==> config.mk <==
export PLATFORM = sky130hd
export DESIGN_NAME = mul_arbiter
export DESIGN_NICKNAME = d
export VERILOG_FILES = /design/src/rtl/mul_arbiter.sv
export SDC_FILE = /design/constraint.sdc
export NUM_CORES = 1
export LEC_CHECK = 0
export CAP_MARGIN = 20
export CORE_ASPECT_RATIO = 0.6
export CORE_MARGIN = 10
export CORE_UTILIZATION = 34
export DETAILED_ROUTE_END_ITERATION = 10
export PLACE_DENSITY = 0.78
export SLEW_MARGIN = 20
export SYNTH_ARGS = -nofsm -noshare
export SYNTH_HDL_FRONTEND = slang
export SYNTH_SLANG_ARGS = --single-unit
==> constraint.sdc <==
create_clock -name clk -period 1.85 [get_ports clk]
set_input_delay 0.185 -clock clk [delete_from_list [all_inputs] [get_ports clk]]
set_output_delay 0.185 -clock clk [all_outputs]
set_load 0.005 [all_outputs]
==> src/rtl/mul_arbiter.sv <==
// -----------------------------------------------------------------------------
// mul_arbiter
//
// Shares one combinational 16x16 multiplier between two requesters:
//   port 0 : execute stage
//   port 1 : auxiliary / debug port
//
// A round-robin arbiter picks one request while idle and registers its
// operands onto the multiplier inputs. The multiplier tree is a MUL_CYCLES
// multicycle path, so the block waits that many cycles before sampling the
// product. The product is then returned on a valid/ready response channel,
// tagged with the requester id and the requester's tag.
//
// Parameters:
//   MUL_CYCLES  cycles the operands are held before the product is sampled
//               (legal range 1..15)
//   TAG_W       width of the requester tag
//
// Ports:
//   clk, rst_n                    clock (rising edge), async active-low reset
//   req{0,1}_valid/_ready         request handshake (ready is combinational)
//   req{0,1}_a/_b                 operands, only [15:0] reach the product
//   req{0,1}_tag                  tag carried through to the response
//   resp_valid/resp_ready         response handshake
//   resp_id, resp_tag             issuing requester and its tag
//   resp_result                   captured 32-bit product
//   resp_trunc                    operand bits [31:16] were nonzero
//   mul_a, mul_b, mul_is_mul      drive the shared multiplier
//   mul_result                    product from the shared multiplier
//   busy                          an operation is in flight
//
// Optional build macro:
//   MUL_ARB_ZERO_BYPASS_EN  when defined, an operation whose low operand half
//                           is zero in A or B skips the multiplier wait and
//                           answers 0 one cycle after acceptance.
// -----------------------------------------------------------------------------
module mul_arbiter #(
   parameter int MUL_CYCLES = 2,
   parameter int TAG_W      = 4
) (
   input  logic             clk,
   input  logic             rst_n,

   input  logic             req0_valid,
   output logic             req0_ready,
   input  logic [31:0]      req0_a,
   input  logic [31:0]      req0_b,
   input  logic [TAG_W-1:0] req0_tag,

   input  logic             req1_valid,
   output logic             req1_ready,
   input  logic [31:0]      req1_a,
   input  logic [31:0]      req1_b,
   input  logic [TAG_W-1:0] req1_tag,

   output logic             resp_valid,
   input  logic             resp_ready,
   output logic             resp_id,
   output logic [TAG_W-1:0] resp_tag,
   output logic [31:0]      resp_result,
   output logic             resp_trunc,

   output logic [31:0]      mul_a,
   output logic [31:0]      mul_b,
   output logic             mul_is_mul,
   input  logic [31:0]      mul_result,

   output logic             busy
);

   typedef enum logic [1:0] {
      ST_IDLE = 2'd0,
      ST_WAIT = 2'd1,
      ST_DONE = 2'd2
   } state_t;

   // Counter reload: the capture happens on the edge where the counter is
   // already zero, so loading MUL_CYCLES-1 gives exactly MUL_CYCLES edges
   // in WAIT.
   localparam logic [3:0] CNT_LOAD = 4'(MUL_CYCLES - 1);

   // ---------------------------------------------------------------------
   // Per-port views so the grant can simply index by requester id
   // ---------------------------------------------------------------------
   logic [31:0]      port_a     [2];
   logic [31:0]      port_b     [2];
   logic [TAG_W-1:0] port_tag   [2];
   logic [1:0]       port_trunc;

   assign port_a[0]   = req0_a;
   assign port_a[1]   = req1_a;
   assign port_b[0]   = req0_b;
   assign port_b[1]   = req1_b;
   assign port_tag[0] = req0_tag;
   assign port_tag[1] = req1_tag;

   genvar gi;
   generate
      for (gi = 0; gi < 2; gi++) begin : g_port
         // High operand halves never reach the 16x16 tree; flag them so the
         // requester can tell the product was computed on truncated inputs.
         assign port_trunc[gi] = (|port_a[gi][31:16]) | (|port_b[gi][31:16]);
      end
   endgenerate

`ifdef MUL_ARB_ZERO_BYPASS_EN
   logic [1:0] port_zero;
   generate
      for (gi = 0; gi < 2; gi++) begin : g_zero
         assign port_zero[gi] = (port_a[gi][15:0] == 16'h0000) |
                                (port_b[gi][15:0] == 16'h0000);
      end
   endgenerate
`endif

   // ---------------------------------------------------------------------
   // State
   // ---------------------------------------------------------------------
   state_t           state_reg,  state_next;
   logic [3:0]       cnt_reg,    cnt_next;
   logic             ptr_reg,    ptr_next;
   logic [31:0]      a_reg,      a_next;
   logic [31:0]      b_reg,      b_next;
   logic [TAG_W-1:0] tag_reg,    tag_next;
   logic             id_reg,     id_next;
   logic             trunc_reg,  trunc_next;
   logic [31:0]      result_reg, result_next;

   // ---------------------------------------------------------------------
   // Round-robin grant. A lone valid port always wins; on contention the
   // pointer decides. The pointer only moves when a grant is taken.
   // ---------------------------------------------------------------------
   logic grant_any;
   logic grant_id;
   logic idle;

   always_comb begin
      grant_any = req0_valid | req1_valid;
      if (req0_valid & req1_valid) begin
         grant_id = ptr_reg;
      end else begin
         grant_id = req1_valid;
      end
   end

   assign idle = (state_reg == ST_IDLE);

   // Ready is qualified with rst_n so every output reads 0 while reset is
   // held, even if a requester is already presenting a request.
   assign req0_ready = rst_n & idle & req0_valid & ~grant_id;
   assign req1_ready = rst_n & idle & req1_valid &  grant_id;

   // ---------------------------------------------------------------------
   // State register
   // ---------------------------------------------------------------------
   always_ff @(posedge clk or negedge rst_n) begin
      if (!rst_n) begin
         state_reg  <= ST_IDLE;
         cnt_reg    <= 4'd0;
         ptr_reg    <= 1'b0;
         a_reg      <= 32'd0;
         b_reg      <= 32'd0;
         tag_reg    <= '0;
         id_reg     <= 1'b0;
         trunc_reg  <= 1'b0;
         result_reg <= 32'd0;
      end else begin
         state_reg  <= state_next;
         cnt_reg    <= cnt_next;
         ptr_reg    <= ptr_next;
         a_reg      <= a_next;
         b_reg      <= b_next;
         tag_reg    <= tag_next;
         id_reg     <= id_next;
         trunc_reg  <= trunc_next;
         result_reg <= result_next;
      end
   end

   // ---------------------------------------------------------------------
   // Next-state logic
   // ---------------------------------------------------------------------
   always_comb begin
      state_next  = state_reg;
      cnt_next    = cnt_reg;
      ptr_next    = ptr_reg;
      a_next      = a_reg;
      b_next      = b_reg;
      tag_next    = tag_reg;
      id_next     = id_reg;
      trunc_next  = trunc_reg;
      result_next = result_reg;

      case (state_reg)
         ST_IDLE: begin
            if (grant_any) begin
               ptr_next   = ~grant_id;
               a_next     = port_a[grant_id];
               b_next     = port_b[grant_id];
               tag_next   = port_tag[grant_id];
               id_next    = grant_id;
               trunc_next = port_trunc[grant_id];
               cnt_next   = CNT_LOAD;
               state_next = ST_WAIT;
`ifdef MUL_ARB_ZERO_BYPASS_EN
               // A zero factor makes the product known without waiting on
               // the multiplier tree.
               if (port_zero[grant_id]) begin
                  cnt_next    = 4'd0;
                  result_next = 32'd0;
                  state_next  = ST_DONE;
               end
`endif
            end
         end

         ST_WAIT: begin
            if (cnt_reg == 4'd0) begin
               result_next = mul_result;
               state_next  = ST_DONE;
            end else begin
               cnt_next = cnt_reg - 4'd1;
            end
         end

         ST_DONE: begin
            if (resp_ready) begin
               state_next = ST_IDLE;
            end
         end

         default: begin
            state_next = ST_IDLE;
         end
      endcase
   end

   // ---------------------------------------------------------------------
   // Outputs
   // ---------------------------------------------------------------------
   assign mul_a       = a_reg;
   assign mul_b       = b_reg;
   assign mul_is_mul  = (state_reg == ST_WAIT);

   assign resp_valid  = (state_reg == ST_DONE);
   assign resp_id     = id_reg;
   assign resp_tag    = tag_reg;
   assign resp_result = result_reg;
   assign resp_trunc  = trunc_reg;

   assign busy        = ~idle;

endmodule
==> results of run 1 <==
-- how the worst max path moves through the flow --
| stage | from | endpoint | cells after the start | slack (ps) |
|---|---|---|---|---|
| 2_1_floorplan | cnt_reg[0] | resp_result[10] | 6 | 100 |
| 3_3_place_gp | req0_valid | req1_ready | 5 | -100 |
| 3_5_place_dp | req0_valid | req1_ready | 5 | -100 |
| 4_1_cts | cnt_reg[0] | resp_result[15] | 7 | -110 |
| 5_1_grt | cnt_reg[1] | resp_result[29] | 7 | -130 |
| 6_report | cnt_reg[1] | resp_result[29] | 7 | -80 |
-- cell type report --
cell class	instances	area (um2)	area share
clock buffer	10	239	0.0293
clock inverter	6	45.0	0.00551
inverter	72	270	0.0331
multi-input combinational	154	1540	0.189
sequential	109	2730	0.334
tap	175	219	0.0268
timing repair buffer	309	3130	0.383
-- Yosys cell counts (all sizes together) --
cell type    n
clkbuf       9
nor2b        1
buf         17
mux2        33
nand2        3
or3b         1
dfrtp      109
o21ai        3
inv         72
a222oi      68
o22ai        1
nand3        3
nand3b       1
ha           2
a21o         2
o311a        1
nor2         6
o31ai        1
nor3         1
xor2         2
and3         2
nand2b       1
nand4        4
and2         2
nor4        16
-- placed cells by master (no fill, tap or decap), drive strengths merged, types with 2 or more instances in the layout --
master           n
clkbuf          12
a222oi          68
dfrtp          109
nor2             6
clkinv           4
buf             28
dlygate4sd2      4
mux2            33
a21o             2
nand2            3
clkdlybuf4s50  274
nor4            16
and3             2
ha               2
nand4            4
xor2             2
o21ai            3
nand3            3
inv             74
and2             2
-- logic make-up after synthesis --
| kind of cell | synth area share |
|---|---|
| AND/OR/NAND/NOR | 0.0528 |
| AO/OA/AOI/OAI | 0.157 |
| XOR/XNOR | 0.00374 |
| adder cells (fa/ha/maj) | 0.00533 |
| buffers and inverters | 0.0976 |
| flip-flops | 0.581 |
| multiplexers | 0.102 |
-- per-stage QoR --
step / setup TNS (ps) / utilization / instance area (um2) / hold WS [ps]
global placement: -920 / 0.566 / 7690 / 0.346
floorplan: 0 / - / 4690 / -111
finish: -2120 / 0.601 / 8170 / 205
CTS: -1610 / 0.595 / 8090 / 200
global route: -3640 / 0.601 / 8170 / 205
detailed placement: -3010 / 0.566 / 7690 / -1.59
-- repair_timing --
item / in CTS / in global routing
hold buffers: 1 / 0
setup endpoints to repair: 32 / 34
gates resized for setup: 12 / 3
gates cloned: 2 / 2
setup buffers: 3 / 6
endpoints found under the hold margin: 1 / 0
pin swaps: 0 / 1
-- power by group --
part / leakage, nW / internal (mW) / total [mW] / switching [mW]
sequential: 1.33 / 3.56 / 4.26 / 0.705
clock: 0.143 / 0.961 / 1.84 / 0.879
combinational: 2.40 / 3.98 / 6.34 / 2.36
-- metal layers --
layer / vias to the layer above / wire, um / GRT usage / part of all wire
met5: - / 0 / 0 / 0
met4: 0 / 220 / 0.0415 / 0.012
met3: 16 / 2450 / 0.0875 / 0.13
met2: 268 / 8670 / 0.287 / 0.48
met1: 2142 / 6880 / 0.207 / 0.38
li1: 1962 / - / - / -
==> metrics.txt, run 1 <==
Cell Chain, Critical Path=inv_2, ha_4, or3b_4, nand3b_4, buf_4, clkbuf_16, mux2_4; MaxCap Viol Count=0; clock skew=8.50 ps; worst reg2reg path startpoint=cnt_reg[1]; routability cong.=0.898; Worst-Margin Slew=768 ps; leakage=3.87 nW; Overflow after GRT=0; Synth cell types=28; Reg2Reg Depth=7; Pwr per Cell Area=1520 mW/mm2; R2R Path End=resp_result[29]; Mapped Cells=361; setup slack at placement=-98.5 ps; status=complete, but fails checks; Total GRT Usage=0.178; maximum vdd drop=~0.87 mV; Mapped Nets=536; max frequency=0.518 GHz; WS Path Type=flop to flop; violated checks=negative setup slack; Seq cells post-synth=~110; post-synth top area cell=dfrtp_1; Hold Crit Class=input port to async pin; CTS clock-pin slew for the worst setup and hold paths=~80 ps; clk sink count=109; via-per-instance ratio=5.26; Worst EP required=around 2100 ps; crit-path max FO=8; Filler Cells Inserted=1062; final worst setup slack=-82.3 ps; highest cell delay on the worst timing path=400 ps; first-pass GRT wire length=about 27 mm; core area=0.0136 mm2; final slew viol count=0; Routed Antenna Nets=0; antenna violations before repair=0; Critical Path Sink Type=flop; DR WL/cell=21.8 um; IO Port Bufs=279; Yosys top cell area share=0.581; initial core utilization=0.345; detailed placement HPWL=13.8 mm; Worst-Skew Late Latency=340 ps; synth top area cells=dfrtp_1, a222oi_1, mux2_4; Final min period=a little under 2000 ps; NumNets Final=830; Iteration-0 DRC Markers=602; row count=33; # DRC=0; drt total wl=18.2 mm; die width=172 um; RSZ-0062 raised after global routing=true; CP delay by family, top=simple AND/OR/NAND/NOR gates; syn avg cell area=13.0 um2; Layout Cells excl Fill=about 840; reg-to-reg setup timing slack=-80 ps; Mapped Area=0.00469 mm2; Power, Total=12.4 mW; layout cells sized above 1=0.133; clk buf depth=2; largest net degree at the start of global routing=72; Die H=about 110 um; DP Cell Count=806; Antenna Cells=0; die area=roughly 0.019 mm2; Final setup viols=33; area growth from synthesis to layout=74.2%; CTS tree=yes; vias in the first global route=4668; depth of the CTS H-tree=3; Ys Warns=0; Crit path buffers/inverters=3; TritonCTS buffer count=9; root buffer cell=clkbuf_16; Slowest-stage cell, CP=dfrtp_1; Via Count=4388; Startpoint Class=flop; Final Hold Fails=0; IO Pins=280; CP arrival=around 2200 ps; Tcrit/Tclk final=1.04; Max-slew headroom=0.488; drt first pass iters=8; sequential fraction of the synthesis area=0.581
Power figures use the tool's default switching activity.
==> run 2: changes to the inputs <==
CELL_PAD_IN_SITES_DETAIL_PLACEMENT = 0   (was default)
CELL_PAD_IN_SITES_GLOBAL_PLACEMENT = 1   (was default)
CORE_UTILIZATION = 25   (was 34)
GPL_TIMING_DRIVEN = 0   (was default)
PLACE_DENSITY = 0.77   (was 0.78)
==> metrics.txt, run 2 (same netlist as run 1, synthesis figures left out) <==
Hold WS=-207 ps; crit-path max FO=6; CTS tree=yes; Total GRT Usage=0.154; RSZ-0062 raised after global routing=true; die area=0.0248 mm2; Switch Pwr=4.04 mW; Critical Path Sink Type=flop; Reg area=0.00273 mm2; drt first pass iters=8; Final min period=1860 ps; Final Hold Fails=55; core area=0.0183 mm2; post-route cell area=~0.0083 mm2; TritonCTS buffer count=9; max frequency=0.536 GHz; clk sink count=around 110; IO Pins=280; drt total wl=around 20 mm; most frequent cells in the layout=clkdlybuf4s50_1, dfrtp_1, inv_1; row count=38; most common cell after layout, fill and taps aside=clkdlybuf4s50_1; Routed Antenna Nets=0; Overflow after GRT=0; final worst setup slack=-14.5 ps; vias in the first global route=4781; worst setup path startpoint=cnt_reg[0]; area growth from synthesis to layout=77.0%; Antenna Cells=0; Startpoint Class=flop; R2R Path End=resp_result[29]; antenna violations before repair=0; setup TNS=-109 ps; Levels on crit path=6; CTS clock-pin slew for the worst setup and hold paths=about 70 ps; DR WL/cell=22.0 um; highest cell delay on the worst timing path=390 ps; via-per-instance ratio=4.88; Final setup viols=17; Multi-input gate area=0.00154 mm2; layout cells sized above 1=0.140; clk buf depth=2; first-pass GRT wire length=29.8 mm; Worst-Skew Late Latency=between 300 and 400 ps; # DRC=0; root buffer cell=clkbuf_16; IO Port Bufs=279; Slowest-stage cell, CP=dfrtp_1; clock share of power=0.160; Max-slew headroom=0.587; Power, Total=12.7 mW; reg-to-reg setup timing slack=-10 ps; M1 wire length=8.43 mm; Gate power share=0.503; Top Layer Used=met4; Cell Area, Placed=0.00781 mm2; final slew viol count=0; CP arrival=2090 ps; Pwr per Cell Area=between 1500 and 2000 mW/mm2; initial core utilization=0.257; violated checks=negative hold slack, negative setup slack; WS Path Type=flop to flop; status=complete, but fails checks; NumNets Final=836; Worst EP required=2070 ps; Reg2Reg Depth=6; met3 WL post-DR=between 2 and 2.5 mm; Die H=126 um; die width=197 um; MaxCap Viol Count=0; switching share of power=0.319; leakage=3.88 nW; Seq pwr share=0.337; largest net degree at the start of global routing=58; Int Power=8.63 mW; worst setup path end=resp_result[29]; maximum vdd drop=0.677 mV; CP delay by family, top=simple AND/OR/NAND/NOR gates; Iteration-0 DRC Markers=about 560; Via Count=roughly 4400; Hold Crit Class=input port to async pin; Layout Cells excl Fill=905; routability cong.=0.868; Crit path buffers/inverters=2; detailed placement HPWL=15.5 mm; depth of the CTS H-tree=3; Worst-Margin Slew=620 ps; clock skew=14.4 ps; DP Cell Count=between 800 and 900; Met2 Wirelength=9.35 mm; setup slack at placement=-539 ps; worst reg2reg path startpoint=cnt_reg[0]; Filler Cells Inserted=about 1700; Cell Chain, Critical Path=inv_2, ha_4, or3b_4, nand3b_4, clkbuf_16, mux2_4; Tcrit/Tclk final=1.01
[run 2: cell count changes in the layout (fill, tap and decap cells not counted), sizes merged, moves of 3 or more]
cell / delta
buf: +3
clkbuf: +6
clkinv: -4
dlygate4sd2: -4
[run 2: per-stage QoR]
step           hold WS, ps  utilization
5_1_grt               -182        0.455
6_report              -207        0.455
2_1_floorplan         -111            -
4_1_cts               -196        0.450
3_3_place_gp           461        0.426
3_5_place_dp           183        0.428
[run 2: cell type report]
type	count	area share
inverters	72	0.0325
well taps	240	0.0362
multi-input cells	154	0.186
clock buffers	10	0.0288
plain buffers	24	0.0270
clock inverters	5	0.00799
repair buffers	291	0.353
flip-flops and latches	109	0.329
[run 2: per-layer routing]
metal,GRT usage,vias up
li1,-,1977
met1,0.190,2210
met2,0.253,217
met3,0.0606,8
met4,0.0252,0
met5,0,-
[run 2: worst register-to-register path, delay by kind of cell (launching register included)]
| kind | cells | cell delay, ps |
|---|---|---|
| flops | 1 | 390 |
| buf+inv | 2 | 320 |
| fa+ha+maj | 1 | 120 |
| mux | 1 | 290 |
| simple gates | 2 | 630 |
[run 2: power by group through the flow]
stage	sequential, mW	combinational [mW]	clock, mW
global placement	4.22	6.01	0
global route	4.41	6.90	2.20
finish	4.26	6.38	2.03
CTS	4.26	6.32	2.11
floorplan	4.27	2.55	0
detailed placement	4.27	6.13	0
[run 2: what timing repair did]
action / 4_1_cts / 5_1_grt
cloned: 0 / 1
buffers inserted: 8 / 2
setup endpoints to repair: 96 / 68
hold endpoints to repair: 55 / 55
gates resized for setup: 20 / 29
pin swaps: 1 / 3
[run 2: how the worst min path moves through the flow]
stage                       to  slack, ps  cells past startpoint
floorplan           cnt_reg[0]       -110                      0
global route         mul_a[28]       -180                      1
finish               mul_a[23]       -210                      1
CTS                  mul_a[28]       -200                      1
detailed placement   mul_a[28]        180                      1
global placement    resp_trunc        460                      2
